$ cat config.mk
export PLATFORM = sky130hd
export DESIGN_NAME = aplic_msi_writer
export DESIGN_NICKNAME = d
export VERILOG_FILES = /design/src/rtl/aplic_msi_writer.sv
export SDC_FILE = /design/constraint.sdc
export NUM_CORES = 1
export LEC_CHECK = 0
export CAP_MARGIN = 40
export CORE_ASPECT_RATIO = 1.75
export CORE_UTILIZATION = 35
export DETAILED_ROUTE_END_ITERATION = 10
export GPL_TIMING_DRIVEN = 1
export PLACE_DENSITY = 0.66
export REMOVE_ABC_BUFFERS = 1
export SLEW_MARGIN = 40
export SYNTH_ARGS = -nofsm -noshare
export SYNTH_HDL_FRONTEND = slang
export SYNTH_SLANG_ARGS = --single-unit
$ cat constraint.sdc
create_clock -name i_clk -period 4.5 [get_ports i_clk]
set_clock_uncertainty 0.1 [all_clocks]
set_input_delay 0.675 -clock i_clk [delete_from_list [all_inputs] [get_ports i_clk]]
set_output_delay 0.675 -clock i_clk [all_outputs]
set_load 0.005 [all_outputs]
$ cat src/rtl/aplic_msi_writer.sv
// APLIC MSI writer: queues (hart, EIID) requests and issues each one as a single-beat
// AXI4 write to the target hart's IMSIC doorbell, with one write outstanding at a time.
module aplic_msi_writer #(
  parameter int unsigned      NrHarts        = 4,
  parameter int unsigned      EiidW          = 11,
  parameter int unsigned      AddrW          = 64,
  parameter int unsigned      DataW          = 64,
  parameter int unsigned      IdW            = 4,
  parameter logic [IdW-1:0]   AxiId          = '0,
  parameter logic [AddrW-1:0] MsiBaseAddr    = AddrW'(64'h2400_0000),
  parameter int unsigned      HartStrideLog2 = 12,
  parameter int unsigned      FifoDepth      = 4,
  localparam int unsigned     HartIdxW       = (NrHarts > 1) ? $clog2(NrHarts) : 1
) (
  input  logic                i_clk,
  input  logic                ni_rst,
  input  logic                i_msi_valid,
  output logic                o_msi_ready,
  input  logic [HartIdxW-1:0] i_msi_hart,
  input  logic [EiidW-1:0]    i_msi_eiid,
  output logic                o_aw_valid,
  input  logic                i_aw_ready,
  output logic [AddrW-1:0]    o_aw_addr,
  output logic [IdW-1:0]      o_aw_id,
  output logic [7:0]          o_aw_len,
  output logic [2:0]          o_aw_size,
  output logic [1:0]          o_aw_burst,
  output logic                o_w_valid,
  input  logic                i_w_ready,
  output logic [DataW-1:0]    o_w_data,
  output logic [DataW/8-1:0]  o_w_strb,
  output logic                o_w_last,
  input  logic                i_b_valid,
  output logic                o_b_ready,
  input  logic [1:0]          i_b_resp,
  output logic                o_busy,
  output logic                o_err,
  output logic [15:0]         o_err_cnt
);

  localparam int unsigned PtrW = $clog2(FifoDepth);
  localparam int unsigned EntW = HartIdxW + EiidW;
  localparam logic [HartIdxW:0] NrHartsW = (HartIdxW + 1)'(NrHarts);

  typedef enum logic [1:0] {IDLE, SEND, WAIT_B} state_e;

  state_e            state_q, state_d;
  logic [EntW-1:0]   fifo_q [FifoDepth];
  logic [PtrW:0]     wr_ptr_q, rd_ptr_q;
  logic              fifo_empty, fifo_full;
  logic              in_accept, in_err, push, pop, b_err;
  logic [EntW-1:0]   head;
  logic [AddrW-1:0]  aw_addr_q;
  logic [DataW-1:0]  w_data_q;
  logic              aw_valid_q, w_valid_q;
  logic              err_q;
  logic [15:0]       err_cnt_q;
  logic [16:0]       err_sum;

  // Extra pointer bit separates full (MSBs differ) from empty (pointers equal).
  assign fifo_empty = (wr_ptr_q == rd_ptr_q);
  assign fifo_full  = (wr_ptr_q[PtrW] != rd_ptr_q[PtrW]) &&
                      (wr_ptr_q[PtrW-1:0] == rd_ptr_q[PtrW-1:0]);

  assign o_msi_ready = !fifo_full;
  assign in_accept   = i_msi_valid && o_msi_ready;
  // A zero EIID is silently dropped, even when the hart index is also out of range.
  assign in_err      = in_accept && (i_msi_eiid != '0) && ({1'b0, i_msi_hart} >= NrHartsW);
  assign push        = in_accept && (i_msi_eiid != '0) && !in_err;
  assign head        = fifo_q[rd_ptr_q[PtrW-1:0]];

  always_ff @(posedge i_clk or negedge ni_rst) begin
    if (!ni_rst) begin
      for (int unsigned i = 0; i < FifoDepth; i++) fifo_q[i] <= '0;
      wr_ptr_q <= '0;
      rd_ptr_q <= '0;
    end else begin
      if (push) begin
        fifo_q[wr_ptr_q[PtrW-1:0]] <= {i_msi_hart, i_msi_eiid};
        wr_ptr_q <= wr_ptr_q + 1'b1;
      end
      if (pop) rd_ptr_q <= rd_ptr_q + 1'b1;
    end
  end

  always_comb begin
    state_d = state_q;
    pop     = 1'b0;
    b_err   = 1'b0;
    unique case (state_q)
      IDLE: begin
        if (!fifo_empty) begin
          pop     = 1'b1;
          state_d = SEND;
        end
      end
      SEND: begin
        if ((!aw_valid_q || i_aw_ready) && (!w_valid_q || i_w_ready)) state_d = WAIT_B;
      end
      WAIT_B: begin
        if (i_b_valid) begin
          state_d = IDLE;
          b_err   = (i_b_resp == 2'b10) || (i_b_resp == 2'b11);
        end
      end
      default: state_d = IDLE;
    endcase
  end

  always_ff @(posedge i_clk or negedge ni_rst) begin
    if (!ni_rst) state_q <= IDLE;
    else         state_q <= state_d;
  end

  always_ff @(posedge i_clk or negedge ni_rst) begin
    if (!ni_rst) begin
      aw_valid_q <= 1'b0;
      w_valid_q  <= 1'b0;
      aw_addr_q  <= '0;
      w_data_q   <= '0;
    end else if (pop) begin
      aw_valid_q <= 1'b1;
      w_valid_q  <= 1'b1;
      aw_addr_q  <= MsiBaseAddr + (AddrW'(head[EntW-1:EiidW]) << HartStrideLog2);
      w_data_q   <= DataW'(head[EiidW-1:0]);
    end else begin
      if (i_aw_ready) aw_valid_q <= 1'b0;
      if (i_w_ready)  w_valid_q  <= 1'b0;
    end
  end

  // Input-side and B-channel errors in one cycle merge into one pulse but count twice.
  assign err_sum = {1'b0, err_cnt_q} + 17'(in_err) + 17'(b_err);

  always_ff @(posedge i_clk or negedge ni_rst) begin
    if (!ni_rst) begin
      err_q     <= 1'b0;
      err_cnt_q <= '0;
    end else begin
      err_q     <= in_err || b_err;
      err_cnt_q <= err_sum[16] ? '1 : err_sum[15:0];
    end
  end

  assign o_aw_valid = aw_valid_q;
  assign o_aw_addr  = aw_addr_q;
  assign o_aw_id    = AxiId;
  assign o_aw_len   = '0;
  assign o_aw_size  = 3'b010;
  assign o_aw_burst = 2'b01;
  assign o_w_valid  = w_valid_q;
  assign o_w_data   = w_data_q;
  assign o_w_strb   = (DataW / 8)'(4'hF);
  assign o_w_last   = 1'b1;
  assign o_b_ready  = (state_q == WAIT_B);
  assign o_busy     = !fifo_empty || (state_q != IDLE);
  assign o_err      = err_q;
  assign o_err_cnt  = err_cnt_q;

endmodule

==> results of run 1 <==
-- layer usage --
metal  share of wire  vias up  wire, um
met5               0        -         0
met4           0.018        0       161
met3           0.060       13       546
met2            0.55      152      5060
met1            0.37     1424      3400
li1                -     1282         -
-- final cells by class --
cell class	instances	area (um^2)	share of cell area
Timing Repair Buffer	58	577	0.101
Sequential cell	93	2330	0.407
Clock buffer	9	225	0.0394
Multi-Input combinational cell	314	2260	0.395
Clock inverter	7	88.8	0.0155
Inverter	4	15.0	0.00263
Tap cell	180	225	0.0394
-- where the power goes --
part | internal (uW) | total (uW) | switching [uW]
clock network | 485 | 803 | 318
registers | 1210 | 1430 | 227
logic | 840 | 1370 | 532
total | 2530 | 3610 | 1080
-- worst paths after layout --
path	startpoint	depth (start not counted)	slack, ns	endpoint
setup / recovery	rd_ptr_q[1]	4	1.48	o_busy
hold / removal	ni_rst	1	0.22	o_err_cnt[10]
setup reg to reg	state_q[0]	7	1.91	o_err_cnt[3]
hold reg to reg	state_q[1]	1	0.37	state_q[0]
max in group asynchronous	ni_rst	2	3.27	fifo_q[21]
min in group i_clk	state_q[1]	1	0.37	state_q[0]
-- metrics by stage --
stage / total power [uW] / hold slack (ns) / area (um^2)
6_report: 3610 / 0.218 / 5720
5_1_grt: 3840 / 0.276 / 5720
4_1_cts: 3660 / 0.373 / 5720
3_5_place_dp: 2840 / 0.367 / 5400
3_3_place_gp: 2770 / 0.355 / 5400
2_1_floorplan: 2340 / 0.279 / 4600
-- state kept, by name, summed over array words and instances, names as in the netlist --
| name | cells |
|---|---|
| o_w_valid | 1 |
| o_err | 1 |
| rd_ptr_q | 3 |
| o_err_cnt | 16 |
| fifo_q | 52 |
| o_aw_valid | 1 |
| o_aw_addr | 3 |
| o_w_data | 11 |
| state_q | 2 |
| wr_ptr_q | 3 |
-- worst register-to-register path, stage by stage (launching register included) --
cell and delay (ns):
dfrtp_1 0.42, nor2b_1 0.23, and3_1 0.23, ha_1 0.23
ha_1 0.25, nand4_1 0.23, or4_4 0.70, o21ai_0 0.12
-- cells in the final DEF, fill, tap and decap left out, types with 2 or more instances in the layout --
master           synthesis  layout
nor2_1                   4       4
or3_1                    2       2
nor2b_1                  2       2
and3_1                   2       2
nor4_1                   3       3
nand4_1                  3       3
clkbuf_16                0       9
xor2_1                   5       5
nand3_2                  3       3
ha_1                     7       7
buf_4                  142       2
nand3_1                  7       7
clkinv_2                 0       4
and4_1                   3       3
clkdlybuf4s50_1          0      55
nand2b_1                 7       7
nor3_1                   3       3
mux4_2                  13      13
o21ai_0                  5       5
xnor2_1                  9       9
conb_1                   2     139
nand4_2                  3       3
mux2_2                  69      69
inv_1                    4       4
a31oi_1                  2       2
bufinv_16                0       2
dfrtp_1                 93      93
nand2_1                 14      14
-- cells by family (layout without fill, tap and decap cells) --
group                      Yosys count  count (layout)  synth area share
adders and majority gates            7               7            0.0167
other                                2             139           0.00144
DFF                                 93              93             0.445
xor gates and xnor gates            14              14            0.0234
and+or+nand+nor                     61              61            0.0732
buffers and inverters              154              78             0.221
AOI/OAI and AO/OA                   10              10            0.0117
muxes                               83              83             0.207
==> results, run 1 <==
- Entering global routing, the biggest net connects 68 pins.
- The detailed router's first-iteration violation count is 88.
- Clock-pin slew was measured on the worst setup and hold paths at approximately 0.060 ns.
- The layout overhead on the synthesized area is 9.33%.
- For met1 alone, demand over resource in global routing was 0.136.
- Detailed placement ended at an HPWL of 6.53 mm.
- The leading register cell type out of synthesis is dfrtp_1.
- The number of distinct standard cells referenced by the synthesized netlist is 36.
- In the final design database the tool counted 508 nets.
- The count of nets left with antenna violations after detail routing is 0.
- Summed over all instances, the cell type with the most area after synthesis is dfrtp_1.
- The width of the chip is 94.4 um.
- The leading cell type by number of instances after synthesis is buf_4.
- For this run, the share of the core covered by cells in the final layout is 0.394.
- The count of endpoints failing setup in the final report is 0.
- In this run, CTS created clock tree buffers numbering 9.
- The worst setup path is captured at a primary output.
- By count the netlist is led by buf_4, dfrtp_1, mux2_2.
- The worst slack at placement is ~1.4 ns.
- Setup repair after global routing left no endpoint under its margin.
- The number of DRC violations after detailed routing is 0.
- The total number of vias is 2871.
- The number of gates given a new drive strength after cts is 0.
- The type of element launching the critical path is a flop.
- For this run, the register share of the synthesized area comes to 0.445.
- The antenna diode instance count is 0.
- The total negative slack for setup checks is 0 ns.
- Dividing the synthesized area by the synthesized cell count gives 12.3 um^2.
- Headroom to the max-slew limit came out at 0.486.
- The final wirelength is between 9 and 10 mm.
- In this run, synthesis inferred 0 flip-flops with an integrated enable.
- The fill cell instance count of the final layout is 1404.
- After detailed routing, the average wire length per cell comes to ~14 um.
- The sum of buffers and inverters on the critical path is 1.
- The arrival time of data at the critical path endpoint is 2.25 ns.
- The final clock period utilization by the worst path is 0.671.
- Timing would allow up to between 0.3 and 0.4 GHz.
- The cell area that synthesis handed to floorplanning was 0.00523 mm^2.
- Of the post-synthesis cell area, the dominant cell type holds 0.445.
- The wire length of the first global-routing pass is roughly 15 mm.
- The cell area power density is ~630 mW/mm^2.
- The core region is 0.0145 mm^2.
- At the pin with the least slew margin, the transition time is approximately 0.77 ns.
- The largest single stage delay on the critical path is between 0.8 and 0.9 ns.
- For met3 alone, demand over resource in global routing was 0.0292.
- For the worst setup path, the data required time is between 3 and 4 ns.
- The critical path is of the reg -> out type.
- After synthesis, the share of flip-flops with an asynchronous set or reset is 1.00.
- The worst-case IR drop observed on VDD is 0.000307 V.
- The pre-antenna-repair detailed-routing pass consisted of 4 iterations.
- The run finished with clean final reports.
- The final worst-path setup slack is ~1.5 ns.
- The number of post-CTS setup repair buffers is 0.
- The number of pins with negative max-slew slack in the final report is 0.
- The slowest stage of the critical path is the dfrtp_1 cell.
- The fraction of final layout cells with drive strength greater than 1 is 0.229.
- In the global route stage, met2 resource usage came out at 0.232.
- The tree is rooted in a clkbuf_16.
- The die footprint is 0.0155 mm^2.
- Buffers placed on the I/O ports in this run total 56.
- By area the synthesized netlist is led by dfrtp_1, buf_4, mux2_2, mux4_2, ha_1.
- The final weighted congestion in routability-driven placement is 0.745.
- The via count of the first global-routing pass came to between 2000 and 3000.
- The number of failing hold endpoints at the final stage was 0.
- During synthesis, Yosys emitted a total of 0 warnings.
- For this run, the total global-route usage over all layers was measured as 0.127.
- The initial antenna violation count is 0.
- The number of levels the H-tree was split into is 3.
- TritonCTS built the clock tree.
- The total overflow left after global routing is 0.
- roughly 200 I/O pins were placed.
- Of all nets on the critical path, the largest fanout is 16.
- The tool flagged a number of max-cap violations equal to 0.
- The clock sink total is 93.
- The number of standard-cell rows in the floorplan is 58.
- Traced cell by cell, the critical path runs through xnor2_1 > nand3b_1 > nand2b_1 > clkdlybuf4s50_1.
- Grouping stages by cell kind, the critical path spends the most delay in flip-flops.
- Counting tap cells, the placed design contains a total of between 600 and 700 instances.
- The initial utilization of the core area, before any placement, comes to 0.360.
- Counting I/O delays and the setup requirement, the final critical path takes 3.02 ns.
- The clock passes through at most 2 buffers.
- Measured along the y axis, the die boundary spans ~160 um.
- Using the TritonRoute via totals, the vias-per-cell ratio works out to 4.32.
- In this run the static leakage power is 0.00263 uW.
- The worst-skew pair later-pin latency is 0.34 ns.
- For this design, the CTS-stage hold fixing added 0 buffers.
- The synthesized design contains 93 register bits.
- The finished layout holds approximately 670 standard cells, fillers aside.
- The worst hold path belongs to the class in -> async.
- The most crowded layer after global routing is met2.
- The post-synthesis cell count is 424.
Note: power is estimated with default switching activity, not from simulation.
==> run 2: changes to the inputs <==
--- a/config.mk
+++ b/config.mk
@@ -10,7 +10,7 @@
 export CORE_UTILIZATION = 35
 export DETAILED_ROUTE_END_ITERATION = 10
 export GPL_TIMING_DRIVEN = 1
-export PLACE_DENSITY = 0.66
+export PLACE_DENSITY = 0.68
 export REMOVE_ABC_BUFFERS = 1
 export SLEW_MARGIN = 40
 export SYNTH_ARGS = -nofsm -noshare
==> constraint.sdc (replaced) <==
create_clock -name i_clk -period 2.5 [get_ports i_clk]
set_clock_uncertainty 0.1 [all_clocks]
set_input_delay 0.375 -clock i_clk [delete_from_list [all_inputs] [get_ports i_clk]]
set_output_delay 0.375 -clock i_clk [all_outputs]
set_load 0.005 [all_outputs]
==> results, run 2 (synthesis results as in run 1) <==
- The starting density of the core is 0.360 (unchanged).
- The post-CTS clock slew at the launch and capture registers of the worst setup and hold paths is 0.07 ns (about the same).
- The highest-delay cell along the critical path is dfrtp_1.
- The detailed-route wire length per cell was 13.7 um (-0.73%).
- The worst-case hold slack is -0.0253 ns (-0.244 ns).
- The final wirelength is 9.38 mm (+2.3%).
- The number of post-CTS setup repair buffers is 0 (unchanged).
- The width of the chip is 94.4 um (unchanged).
- The final worst-path setup slack is 0.134 ns (-1.34 ns).
- The die height is 164 um (unchanged).
- The setup path with the least slack is of type reg -> out.
- The worst-case headroom to the max-slew limit was 0.539 (+0.0529).
- The worst slack at placement was -0.101 ns (-1.55 ns).
- The cell area power density came to 1100 mW/mm^2 (+75%).
- The count of endpoints failing setup in the final report is 0 (unchanged).
- The count of non-filler cells in the finished layout came to 685 (+3.0%).
- The flow ran to the end, but the final reports show violations.
- The total negative slack for setup checks is 0 ns (unchanged).
- The clock sink total is 93 (unchanged).
- The largest buffer count on any clock path is 2 (unchanged).
- The detailed router's first-iteration violation count was 94 (+6.8%).
- The number of standard-cell rows in the floorplan came to 58 (unchanged).
- The maximum vdd drop is 0.000522 V (+70%).
- The leakage power summed over all cells is 0.00272 uW (+3.4%).
- The sum of net half-perimeters after detailed placement is 6.91 mm (+5.9%).
- The number of pins with negative max-slew slack in the final report came to 0 (unchanged).
- In this run the critical register-to-register path is captured at o_err_cnt[12].
- The source of the worst register-to-register timing path is state_q[0].
- The data required time of the critical path was 2.03 ns (-1.69 ns).
- For the finished layout, the period the worst path requires is 2.37 ns.
- The signal on the critical path passes through xnor2_1 > nand3b_1 > nand2b_1 > clkdlybuf4s50_1.
- The total number of nets in the final design is 528 (+3.9%).
- The average via count per standard cell is 4.34 (+0.43%).
- The maximum clock rate is 0.423 GHz.
- The max-capacitance violation count is 0 (unchanged).
- The length in cells of the worst reg-to-reg path came to 9 (+2).
- The clock root buffer is clkbuf_16.
- The cell area after placement is 0.00559 mm^2 (+3.5%).
- The final cell area excluding filler cells was 0.00588 mm^2 (+2.8%).
- Leaving out fill and tap cells, the most frequent cells in the layout are conb_1, dfrtp_1, mux2_2, clkdlybuf4s50_1, buf_4.
- The global route total overflow was 0 (unchanged).
- The via count of the first global-routing pass is 2932 (+3.9%).
- The number of failing hold endpoints at the final stage is 21 (+21).
- The number of buffers inserted during clock tree synthesis came to 9 (unchanged).
- The fill cell instance count of the final layout is 1368 (-2.6%).
- The worst-margin pin slew is 0.692 ns (-0.0793 ns).
- The final weighted congestion in routability-driven placement is 0.765 (+2.7%).
- The worst hold path belongs to the class in -> async.
- The total number of vias is 2970 (+3.4%).
- The combined global-route utilization of all metal layers is 0.130 (+0.00321).
- The count of nets left with antenna violations after detail routing is 0 (unchanged).
- The wire length of the first global-routing pass is 15.1 mm (+2.8%).
- The antenna diode instance count was 0 (unchanged).
- The pin count of the biggest net entering global routing is 53 (-22%).
- The number of levels the H-tree was split into is 3 (unchanged).
- The detailed-routing iteration count for the pre-antenna-repair pass is 4 (unchanged).
- The final reports fail on negative hold slack.
- The delay of the slowest critical-path stage is 0.45 ns (-0.39 ns).
- TritonCTS built the clock tree.
- The final clock period utilization by the worst path is 0.946.
- Compared with the post-synthesis result, the final layout area differs by 12.4%.
- The count of boundary I/O pins is 197 (unchanged).
- The library cell used most frequently in the layout, excluding fill and tap cells, is conb_1.
- The fraction of final layout cells with drive strength greater than 1 came to 0.259 (+0.0305).
- The die footprint is 0.0155 mm^2 (unchanged).
- The critical path endpoint category is a primary output.
- The number of DRC violations after detailed routing is 0 (unchanged).
- Setup repair after global routing left no endpoint under its margin.
- The register with the highest flop count is fifo_q.
- The maximum fanout count along the critical path is 5 (-11).
- The number of gates given a new drive strength after cts was 0 (unchanged).
- The cell count after placement is 669 (+3.1%).
- The worst-skew pair later-pin latency came to 0.34 ns (about the same).
- The port buffer count is 56 (unchanged).
- The initial antenna violation count is 0 (unchanged).
- The arrival time of data at the critical path endpoint is 1.89 ns (-0.36 ns).
- STA classifies the critical path startpoint as a flop.
- The flip-flop count of the largest register, all copies and words added came to 52 (unchanged).
- The area of the core came to 0.0145 mm^2 (unchanged).
- The setup slack on the worst flop-to-flop path is 0.25 ns (-1.66 ns).
## run 2: cell count changes in the layout (fill, tap and decap cells not counted), sizes merged
| cell | before | now |
|---|---|---|
| buf | 3 | 23 |
| clkinv | 4 | 0 |
| clkinvlp | 0 | 3 |
| bufinv | 2 | 0 |
| inv | 5 | 7 |
| clkbuf | 9 | 10 |
## run 2: worst max-delay path by stage
stage	start	end	slack, ns	cells after the start
3_3_place_gp	i_b_valid	o_err_cnt[6]	-0.06	7
6_report	wr_ptr_q[0]	o_busy	0.13	4
2_1_floorplan	state_q[0]	o_err_cnt[6]	0.28	7
4_1_cts	wr_ptr_q[0]	o_busy	0.10	4
3_5_place_dp	i_b_valid	o_err_cnt[6]	-0.10	7
5_1_grt	wr_ptr_q[0]	o_busy	0.001	4
## run 2: layout make-up
type | count | area [um^2] | share of cell area
Sequential cell | 93 | 2330 | 0.396
Clock buffer | 10 | 239 | 0.0406
Inverter | 4 | 15.0 | 0.00255
Timing Repair Buffer | 78 | 761 | 0.129
Multi-Input combinational cell | 314 | 2260 | 0.384
Clock inverter | 6 | 53.8 | 0.00915
Tap cell | 180 | 225 | 0.0383
## run 2: worst max-delay path, delay by kind of cell (launching register included)
family                 cells  cell delay (ns)
AND/OR/NAND/NOR            2             0.39
buffers and inverters      1             0.45
XOR/XNOR                   1             0.26
flip-flops                 1             0.45
## run 2: repair_timing
item                                   4_1_cts  5_1_grt
setup endpoints to repair                    0        1
hold buffers                                 0        0
endpoints found under the hold margin        0        0
## run 2: power breakdown
part,switching [uW],internal (uW),total [uW]
clock network,610,719,1330
logic,1030,1610,2640
registers,350,2170,2520
total,1990,4500,6490
## run 2: routing by layer
layer	track usage	routed length [um]
met2	0.242	5210
met5	0	0
met3	0.0236	472
met1	0.143	3570
met4	0.0483	125
## run 2: stage by stage
step	power [uW]	utilization	hold slack, ns
2_1_floorplan	4210	-	-0.0206
3_3_place_gp	5110	0.385	0.355
3_5_place_dp	5250	0.385	0.366
4_1_cts	6610	0.405	0.0116
5_1_grt	6950	0.405	0.0328
6_report	6490	0.405	-0.0253
